==> src/rtl/lsm_sequencer.sv <==
// Load/store-multiple sequencer in front of the MEM-stage data memory.
// Walks a register mask low-to-high, one memory transfer per cycle.
module lsm_sequencer #(
    parameter int DATA_W = 16,
    parameter int ADDR_W = 16,
    parameter int NREG   = 8
) (
    input  logic              clk,
    input  logic              rst,
    input  logic              start,
    input  logic              is_store,
    input  logic [ADDR_W-1:0] base_addr,
    input  logic [NREG-1:0]   reg_mask,
    output logic [2:0]        rf_rd_addr,
    input  logic [DATA_W-1:0] rf_rd_data,
    output logic              rf_wr_en,
    output logic [2:0]        rf_wr_addr,
    output logic [DATA_W-1:0] rf_wr_data,
    output logic [ADDR_W-1:0] mem_address,
    output logic [DATA_W-1:0] mem_write_data,
    output logic              mem_write_en,
    input  logic [DATA_W-1:0] mem_data_out,
    output logic              busy,
    output logic              stall,
    output logic              done
);

    typedef enum logic [1:0] {
        S_IDLE,
        S_XFER,
        S_DONE
    } state_t;

    state_t            state_q, state_d;
    logic              op_q, op_d;
    logic [ADDR_W-1:0] addr_q, addr_d;
    logic [NREG-1:0]   mask_q, mask_d;
    logic [NREG-1:0]   mask_left;
    logic [2:0]        idx;

    // Lowest set bit wins: scan downward so the last hit is the lowest.
    always_comb begin
        idx = '0;
        for (int i = NREG - 1; i >= 0; i--) begin
            if (mask_q[i]) idx = 3'(i);
        end
    end

    assign mask_left = mask_q & ~(NREG'(1) << idx);

    always_ff @(posedge clk) begin
        if (rst) begin
            state_q <= S_IDLE;
            op_q    <= 1'b0;
            addr_q  <= '0;
            mask_q  <= '0;
        end else begin
            state_q <= state_d;
            op_q    <= op_d;
            addr_q  <= addr_d;
            mask_q  <= mask_d;
        end
    end

    always_comb begin
        state_d = state_q;
        op_d    = op_q;
        addr_d  = addr_q;
        mask_d  = mask_q;
        unique case (state_q)
            S_IDLE: begin
                if (start) begin
                    op_d    = is_store;
                    addr_d  = base_addr;
                    mask_d  = reg_mask;
                    state_d = (reg_mask != '0) ? S_XFER : S_DONE;
                end
            end
            S_XFER: begin
                mask_d  = mask_left;
                addr_d  = addr_q + ADDR_W'(1);
                state_d = (mask_left != '0) ? S_XFER : S_DONE;
            end
            S_DONE:  state_d = S_IDLE;
            default: state_d = S_IDLE;
        endcase
    end

    always_comb begin
        rf_rd_addr     = '0;
        rf_wr_en       = 1'b0;
        rf_wr_addr     = '0;
        rf_wr_data     = '0;
        mem_address    = '0;
        mem_write_data = '0;
        mem_write_en   = 1'b0;
        busy           = (state_q != S_IDLE);
        done           = (state_q == S_DONE);
        stall          = start | busy;
        if (state_q == S_XFER) begin
            mem_address = addr_q;
            // A reset in this cycle abandons the transfer before it commits.
            if (op_q) begin
                rf_rd_addr     = idx;
                mem_write_data = rf_rd_data;
                mem_write_en   = ~rst;
            end else begin
                rf_wr_en   = ~rst;
                rf_wr_addr = idx;
                rf_wr_data = mem_data_out;
            end
        end
    end

endmodule

==> config.mk <==
export PLATFORM = sky130hd
export DESIGN_NAME = lsm_sequencer
export DESIGN_NICKNAME = d
export VERILOG_FILES = /design/src/rtl/lsm_sequencer.sv
export SDC_FILE = /design/constraint.sdc
export NUM_CORES = 1
export LEC_CHECK = 0
export CELL_PAD_IN_SITES_DETAIL_PLACEMENT = 1
export CELL_PAD_IN_SITES_GLOBAL_PLACEMENT = 1
export CORE_MARGIN = 3
export CORE_UTILIZATION = 26
export DETAILED_ROUTE_END_ITERATION = 7
export HOLD_SLACK_MARGIN = 0.15
export PLACE_DENSITY = 0.92
export SYNTH_ARGS = -nofsm -noshare
export SYNTH_HDL_FRONTEND = slang
export SYNTH_SLANG_ARGS = --single-unit
==> constraint.sdc <==
create_clock -name clk -period 1.8 [get_ports clk]
set_input_delay 0.18 -clock clk [delete_from_list [all_inputs] [get_ports clk]]
set_output_delay 0.18 -clock clk [all_outputs]
set_load 0.01 [all_outputs]
=== Yosys cells after proc, flatten, opt, wreduce, memory -nomap -nowiden ===
Index checks and enable logic that the tools add are counted.

* Flip-flop bits (word level): 27
* Output and inout port bits: 59
* Word-level logic and storage cells: 49
* Bits of input ports: 60

* Bitwise gates (word level): 4
* Equal/unequal tests: 3
* Mux-type cells: 29
* Add/subtract/negate cells: 1
* Shift-type cells: 1
* Reductions and logical operators: 7

{| class="wikitable"
|+ Operators with widths
! operator !! number
|-
| 16-bit two-way mux || 6
|-
| 3-bit two-way mux || 12
|-
| 16-bit case mux with 2 select lines || 1
|-
| 16-bit by 1-bit adder with 16-bit output, second input constant || 1
|-
| 8-bit case mux with 2 select lines || 1
|-
| 8-bit nonzero test || 2
|-
| 8-bit AND || 1
|-
| 8-bit two-way mux || 1
|-
| 8-bit inverter || 1
|-
| 1-bit by 3-bit left shift with 8-bit output, first input constant || 1
|-
| 2-bit two-way mux || 3
|-
| 1-bit two-way mux || 4
|-
| 2-bit case mux with 2 select lines || 1
|-
| 2-bit AND reduction || 2
|-
| 2-bit nonzero test || 2
|-
| 2-bit by 1-bit equality test with 1-bit output, second input constant || 1
|-
| 2-bit equality test, second input constant || 1
|-
| 2-bit logical NOT || 1
|-
| 2-bit != test, second input constant || 1
|-
| 1-bit inverter || 1
|-
| 1-bit bitwise OR || 1
|}

=== Logic depth before layout (Yosys ltp) ===
Gate-level depths: netlist of run 1.

* Depth after elaboration: 14
* Gate-level depth with buffers: 6

=== Least setup slack after synthesis of run 1 ===
Ideal clock, no wire load.

* Path type: reg-to-output
* From: register state_q[1]
* To: output rf_rd_addr[0]
* Arrival time: 1.524 ns
* Path buffers: 2
* Data required time: 1.620 ns
* Setup slack: 0.096 ns
* Cell stages (with the launch flop): 6
* Path through: dfxtp_1 -> clkbuf_1 -> nor2_1 -> clkbuf_1 -> nand2_1 -> a211oi_1

* Longest elaborated chain between the ends: 2

{| class="wikitable"
|+ RTL lines
! element !! line !! RTL
|-
| start, declared || 34 || <nowiki>state_t state_q, state_d;</nowiki>
|-
| start signal, assigned || 58 || <nowiki>state_q <= state_d;</nowiki>
|-
| 2-bit by 1-bit equality test with 1-bit output || 100 || <nowiki>if (state_q == S_XFER) begin</nowiki>
|-
| 3-bit two-way mux || 100 ||
|-
| end, declared || 14 || <nowiki>output logic [2:0] rf_rd_addr,</nowiki>
|}

Every way passes these cells.

=== Worst setup path after layout of run 1 ===
* From: register mask_q[0]
* To: register mask_q[7]

* Longest elaborated chain between the ends: 5

{| class="wikitable"
|+ RTL lines
! element !! line !! RTL
|-
| start, declared || 37 || <nowiki>logic [NREG-1:0] mask_q, mask_d;</nowiki>
|-
| start signal, assigned || 61 || <nowiki>mask_q <= mask_d;</nowiki>
|-
| 3-bit two-way mux || 45 || <nowiki>if (mask_q[i]) idx = 3'(i);</nowiki>
|-
| 1-bit by 3-bit left shift with 8-bit output || 49 || <nowiki>assign mask_left = mask_q & ~(NREG'(1) << idx);</nowiki>
|-
| 8-bit inverter || 49 ||
|-
| 8-bit AND || 49 ||
|-
| 8-bit case mux with 2 select lines || 70 || <nowiki>unique case (state_q)</nowiki>
|}

Every way passes these cells.
A chain may end at the register's enable or synchronous reset.

==> results of run 1 <==
-- layer usage --
metal	track usage, %	wire length, um
met5	0	0
met4	6.40	136
met3	3.13	713
met2	38.1	5130
met1	24.6	3900
-- logic make-up after synthesis --
kind of cell | count (synthesis)
and+or+nand+nor | 149
AOI/OAI and AO/OA | 75
buffers and inverters | 35
DFF | 27
xor gates and xnor gates | 3
muxes | 1
adders and majority gates | 1
-- power by group through the flow --
stage	registers, uW	clock network [uW]	logic, uW
after floorplan	742	0	530
after global placement	751	0	1030
after detailed placement	758	0	1070
after CTS	750	381	1110
after global routing	768	405	1230
final	754	371	1130
-- state kept, by name (all words and copies together), names as in the netlist --
| register | count |
|---|---|
| state_q | 2 |
| addr_q | 16 |
| op_q | 1 |
| mask_q | 8 |
-- tightest hold or removal path, delay by kind of cell --
| family | cells | cell delay, ns |
|---|---|---|
| AOI/OAI and AO/OA | 1 | 0.06 |
| and+or+nand+nor | 1 | 0.08 |
| buffers and inverters | 1 | 0.40 |
-- through the flow --
stage / area (um^2) / total power [uW] / setup TNS [ns]
after CTS: 3700 / 2240 / 0
final: 3640 / 2250 / 0
after global placement: 3600 / 1780 / 0
after detailed placement: 3600 / 1830 / -0.133
after floorplan: 2110 / 1270 / 0
after global routing: 3640 / 2400 / -0.0231
-- final timing paths --
path	startpoint	end	slack [ns]	cells after the start
hold / removal	is_store	op_q$_SDFFE_PP0P_	0.48	3
setup reg to reg	mask_q[0]$_SDFFE_PP0P_	mask_q[7]$_SDFFE_PP0P_	0.01	5
setup / recovery	mask_q[0]$_SDFFE_PP0P_	mask_q[7]$_SDFFE_PP0P_	0.01	5
hold reg to reg	addr_q[15]$_SDFFE_PP0P_	addr_q[15]$_SDFFE_PP0P_	0.56	2
-- cells in the final DEF (no fill, tap or decap), types with 3 or more instances in the layout --
master and count:
dfxtp_2 3, or3_1 5, a22oi_1 3, buf_4 39, nand2b_1 3, dlygate4sd2_1 28
nand4_1 3, clkbuf_8 3, o21bai_1 3, clkdlybuf4s50_1 60, nor2_1 25, dfxtp_1 22
a211oi_1 7, buf_6 4, o21ai_1 5, clkdlybuf4s15_1 3, nor4b_1 4, xnor2_1 3
a21oi_1 20, buf_2 3, clkbuf_2 24, and2_1 30, nand2_1 14, o21ai_0 3
and3_1 17, nor2b_1 4, nor3_1 14, nand3_1 6, nor4_1 7, o221ai_1 3
inv_1 6, a221o_1 3
-- area by class of cell --
| cell class | count | area [um^2] |
|---|---|---|
| Inverter | 7 | 26.3 |
| Clock buffer | 3 | 41.3 |
| Timing Repair Buffer | 164 | 1410 |
| Sequential cell | 27 | 552 |
| Tap cell | 102 | 128 |
| Clock inverter | 1 | 5.00 |
| Multi-Input combinational cell | 229 | 1480 |
| Fill cell | 948 | 4170 |
-- repair_timing --
action | 4_1_cts | 5_1_grt
hold buffers | 0 | 0
cloned | 3 | 0
buffers inserted | 4 | 0
pin swaps | 2 | 4
resized for setup | 88 | 54
setup endpoints to repair | 59 | 41
==> results.cfg, run 1 <==
[synth]
synth_top_family_by_area = simple AND/OR/NAND/NOR gates
synth_compound_area_share_pct = 25.4
synthDominantCellAreaShare_pct = 25.6
ys_warn_count = 0
synth_adder_area_share_pct = 0.593
synth-xor-area-share_pct = 1.25
synthMostInstantiatedCell = and2_1
muxShareOfSynthArea_pct = 0.475
synth_commonest_cells = and2_1, nor2_1, dfxtp_1, a21oi_1, clkbuf_1
async_flop_share_pct = 0
avgSynthCellArea_um2 = 7.24
syn_area_um2 = 2110
ys_seq_elements = 27
syn_nets = 352
yosys-top-cells-area = dfxtp_1, and2_1, and3_1
yosys.area_share.simple_pct = 39.4
synth-edff-count = 0
seq_area_frac_synth_pct = 25.6
synth_area_leader_cell = dfxtp_1
synth_flop_cell = dfxtp_1
synth_cells = 291
netlist-cell-type-count = 55

[cts]
cts.clk_slew.worst_paths_ns = 0.11
cts_tree = done
htree_levels = 1
clock-sinks = 27
worstSkewPairLatency_ns = 0.28
cts_max_path_buffers = 2
root_buffer = clkbuf_8
cts_buffers = 3

[global_routing]
grt_max_degree = 22
track_usage_pct = 20.8
grt_pass1_wl_um = 15100
gr-total-overflow = 0
antenna_found_initial = 0
grt_pass1_vias = 2985

[die]
start_util_pct = 27.0
fp.dieH_um = 96.1
num_rows = 32
dieArea_um2 = 9230
core_um2 = 7810
io-pin-count = 119
die_w_um = 96.1

[setup_path]
arrival_ns = 1.94
path_delay_family = simple AND/OR/NAND/NOR gates
cp.required_ns = 1.95
worst_setup_path_end_kind = flip-flop
critPathBufInv = 1
cp_slowest_cell = or4_4
crit_fanout = 3
cp_slowest_stage_delay_ns = 0.54
critical_path_class = reg2reg
cp_cell_sequence = buf_6, or4_4, or3_4, o31ai_2, a211oi_1
worstSetupStartpointType = flip-flop

[sta]
worstMarginPinSlew_ns = 0.420
hold_ws_ns = 0.477
hold_viol = 0
period_minus_slack_ns = 1.79
slew_viol_final = 0
finalCritPeriodShare_pct = 99.4
setup_viol = 0
max-slew-margin-rel_pct = 71.8
setup_ws_ns = 0.0109
fin_skew_ns = 0.00482
max_freq_mhz = 559

[power_and_ir_drop]
switchingPower_uw = 837
comb_power_share_pct = 50.1
clock_power_share_pct = 16.5
power_density_nw_per_um2 = 618
ir_worst_vdd_mv = 0.281
p_sw_share_pct = 37.2
p_leak_uw = 0.00162
p_int_uw = 1410
p_seq_share_pct = 33.5

[run_status]
status = complete, no violations

[detailed_routing]
post-route-drc-count = 0
via_per_inst = 5.36
ant_nets = 0
finalWirelength_um = 9880
wl_per_cell_um = 18.5
dr.pass1.iters = 4
drtIter0Drc = 140
dr_total_vias = 2857

[place]
dp_hpwl_um = 7460
gp_congestion = 0.936
port_buffers = 118
preCtsSetupSlack_ns = -0.0690
dp_cells = 522

[layout]
synthToLayoutAreaGrowth_pct = 72.8
antenna_cells = 0
final_cells = 533
fin_nets = 493
drive_above_1_share_pct = 23.2
fin_util_pct = 46.7

[run]
maxCapViolations = 0

[min_path]
hold_class = in2reg
Power figures use the tool's default switching activity.
==> inputs of run 2 (changes only) <==
--- a/config.mk
+++ b/config.mk
@@ -8,10 +8,12 @@
 export CELL_PAD_IN_SITES_DETAIL_PLACEMENT = 1
 export CELL_PAD_IN_SITES_GLOBAL_PLACEMENT = 1
 export CORE_MARGIN = 3
-export CORE_UTILIZATION = 26
+export CORE_UTILIZATION = 27
+export CTS_BUF_LIST = sky130_fd_sc_hd__clkbuf_4 sky130_fd_sc_hd__clkbuf_8
 export DETAILED_ROUTE_END_ITERATION = 7
 export HOLD_SLACK_MARGIN = 0.15
-export PLACE_DENSITY = 0.92
+export PLACE_DENSITY = 0.95
+export SKIP_CTS_REPAIR_TIMING = 1
 export SYNTH_ARGS = -nofsm -noshare
 export SYNTH_HDL_FRONTEND = slang
 export SYNTH_SLANG_ARGS = --single-unit
==> run 2 against run 1 <==
Compared with the run above:
- the run now ends with negative setup slack left
- non-clock buffer count is 3 lower
- total power is 4.3% higher
- cell area is 8.1% higher
- via count is 5.6% higher
- global-route usage is 1.1 points higher
- count of clock-buffer cells in the layout stayed put
- register-to-register slack worse by 0.05 ns
- final cell count is 1.1% lower
- first-iteration DRC count is 71% higher
- flip-flop and latch count stayed put
==> results.cfg, run 2 (synthesis results as in run 1) <==
[power_and_ir_drop]
power_density_nw_per_um2 = 597
ir_worst_vdd_mv = 0.381
comb_power_share_pct = 52.0
p_sw_share_pct = 38.6
p_int_uw = 1440
p_leak_uw = 0.00242
clock_power_share_pct = 15.9
switchingPower_uw = 906
p_seq_share_pct = 32.0

[sta]
max_freq_mhz = 544
setup_viol = 6
finalCritPeriodShare_pct = 102
period_minus_slack_ns = 1.84
rsz0062_at_grt = true
tns_ns = -0.0962
worstMarginPinSlew_ns = 0.399
slew_viol_final = 0
hold_viol = 0
setup_ws_ns = -0.0377
fin_skew_ns = 0.0136
max-slew-margin-rel_pct = 73.1

[layout]
synthToLayoutAreaGrowth_pct = 86.8
final_cell_mix = clkdlybuf4s50_1, dlymetal6s2s_1, buf_4, and2_1, nor2_1
drive_above_1_share_pct = 16.8
fin_area_um2 = 3940
antenna_cells = 0
largest_reg_flops = 16
regMostFlops = addr_q
reg.largest.list = addr_q (16), mask_q (8), state_q (2)
fin_nets = 490
final_common_cell = clkdlybuf4s50_1

[die]
dieArea_um2 = 8900
num_rows = 31
core_um2 = 7410
die_w_um = 94.4
io-pin-count = 119
start_util_pct = 28.5
fp.dieH_um = 94.4

[global_routing]
grt_max_degree = 25
grt_pass1_wl_um = 15600
grt_use_met3_pct = 3.59
gr-total-overflow = 0
grt_pass1_vias = 2958
grt_busiest_layer = met2
antenna_found_initial = 0
use_met2_pct = 40.4
track_usage_pct = 21.9
use_met1_pct = 26.5

[setup_path]
worstSetupStartpointType = flip-flop
critical_path_class = reg2reg
crit_fanout = 8
arrival_ns = 1.99
worst_setup_path_end_kind = flip-flop
cp.required_ns = 1.95

[detailed_routing]
ant_nets = 0
post-route-drc-count = 0
wl_per_cell_um = 23.0
drtIter0Drc = 239
via_per_inst = 5.72
dr.pass1.iters = 4
dr_total_vias = 3016
finalWirelength_um = 12100

[cts]
htree_levels = 1
root_buffer = clkbuf_8
cts_max_path_buffers = 2
clock-sinks = 27
cts_buffers = 3
cts_tree = done
cts.clk_slew.worst_paths_ns = 0.11
worstSkewPairLatency_ns = 0.28

[place]
dp_hpwl_um = 7770
postPlaceCellArea_um2 = 3560
port_buffers = 118
gp_congestion = 0.926

[run_status]
violations = negative setup slack
status = finished, violations left

[run]
maxCapViolations = 0

[min_path]
hold_class = in2reg
==> run 2: cell count changes in the layout (fill, tap and decap cells not counted), sizes merged <==
cell | previous run | this run
dlymetal6s2s | 1 | 56
dlygate4sd2 | 28 | 0
clkbuf | 27 | 5
buf | 47 | 42
clkdlybuf4s15 | 3 | 0
bufbuf | 1 | 0
clkdlybuf4s50 | 60 | 61
clkinv | 1 | 0
clkinvlp | 0 | 1
==> run 2: worst paths after layout <==
check                                from                       to  slack, ns  cells after the start
hold reg to reg   addr_q[15]$_SDFFE_PP0P_  addr_q[15]$_SDFFE_PP0P_       0.56                      2
setup reg to reg   mask_q[0]$_SDFFE_PP0P_   mask_q[7]$_SDFFE_PP0P_      -0.04                      5
hold / removal               base_addr[1]   addr_q[1]$_SDFFE_PP0P_       0.47                      3
setup / recovery   mask_q[0]$_SDFFE_PP0P_   mask_q[7]$_SDFFE_PP0P_      -0.04                      5
==> run 2: final cells by class <==
class | count | area (um^2)
multi-input combinational | 229 | 1490
timing repair buffer | 161 | 1700
inverter | 7 | 26.3
clock inverter | 1 | 7.51
clock buffer | 3 | 41.3
fill | 858 | 3470
sequential | 27 | 548
tap | 99 | 124
==> run 2: per-layer routing <==
metal | up-vias | routed length [um]
li1 | 1342 | -
met1 | 1473 | 4370
met2 | 167 | 6510
met3 | 34 | 870
met4 | 0 | 395
met5 | - | 0
==> run 2: stage by stage <==
stage          power [uW]  utilization, %  hold slack [ns]  setup slack (ns)  std cells
3_5_place_dp         1820            48.1            0.548           -0.0444        513
2_1_floorplan        1270               -            0.316            0.0956        291
6_report             2350            53.1            0.472           -0.0377        527
4_1_cts              2190            48.7            0.474            -0.369        517
3_3_place_gp         1760            48.1            0.492            0.0274        513
5_1_grt              2480            53.1            0.519            -0.104        527
==> run 2: power groups by stage <==
stage,logic (uW),clock network [uW],registers [uW]
after floorplan,530,0,742
after global placement,1010,0,750
after detailed placement,1070,0,757
after CTS,1080,374,743
after global routing,1310,403,764
final,1220,375,752
==> run 2: critical path: stages (launching register included) <==
cell,delay (ns)
dfxtp_1,0.33
buf_4,0.17
or4_4,0.54
or3_4,0.38
o31ai_4,0.20
a211oi_2,0.10
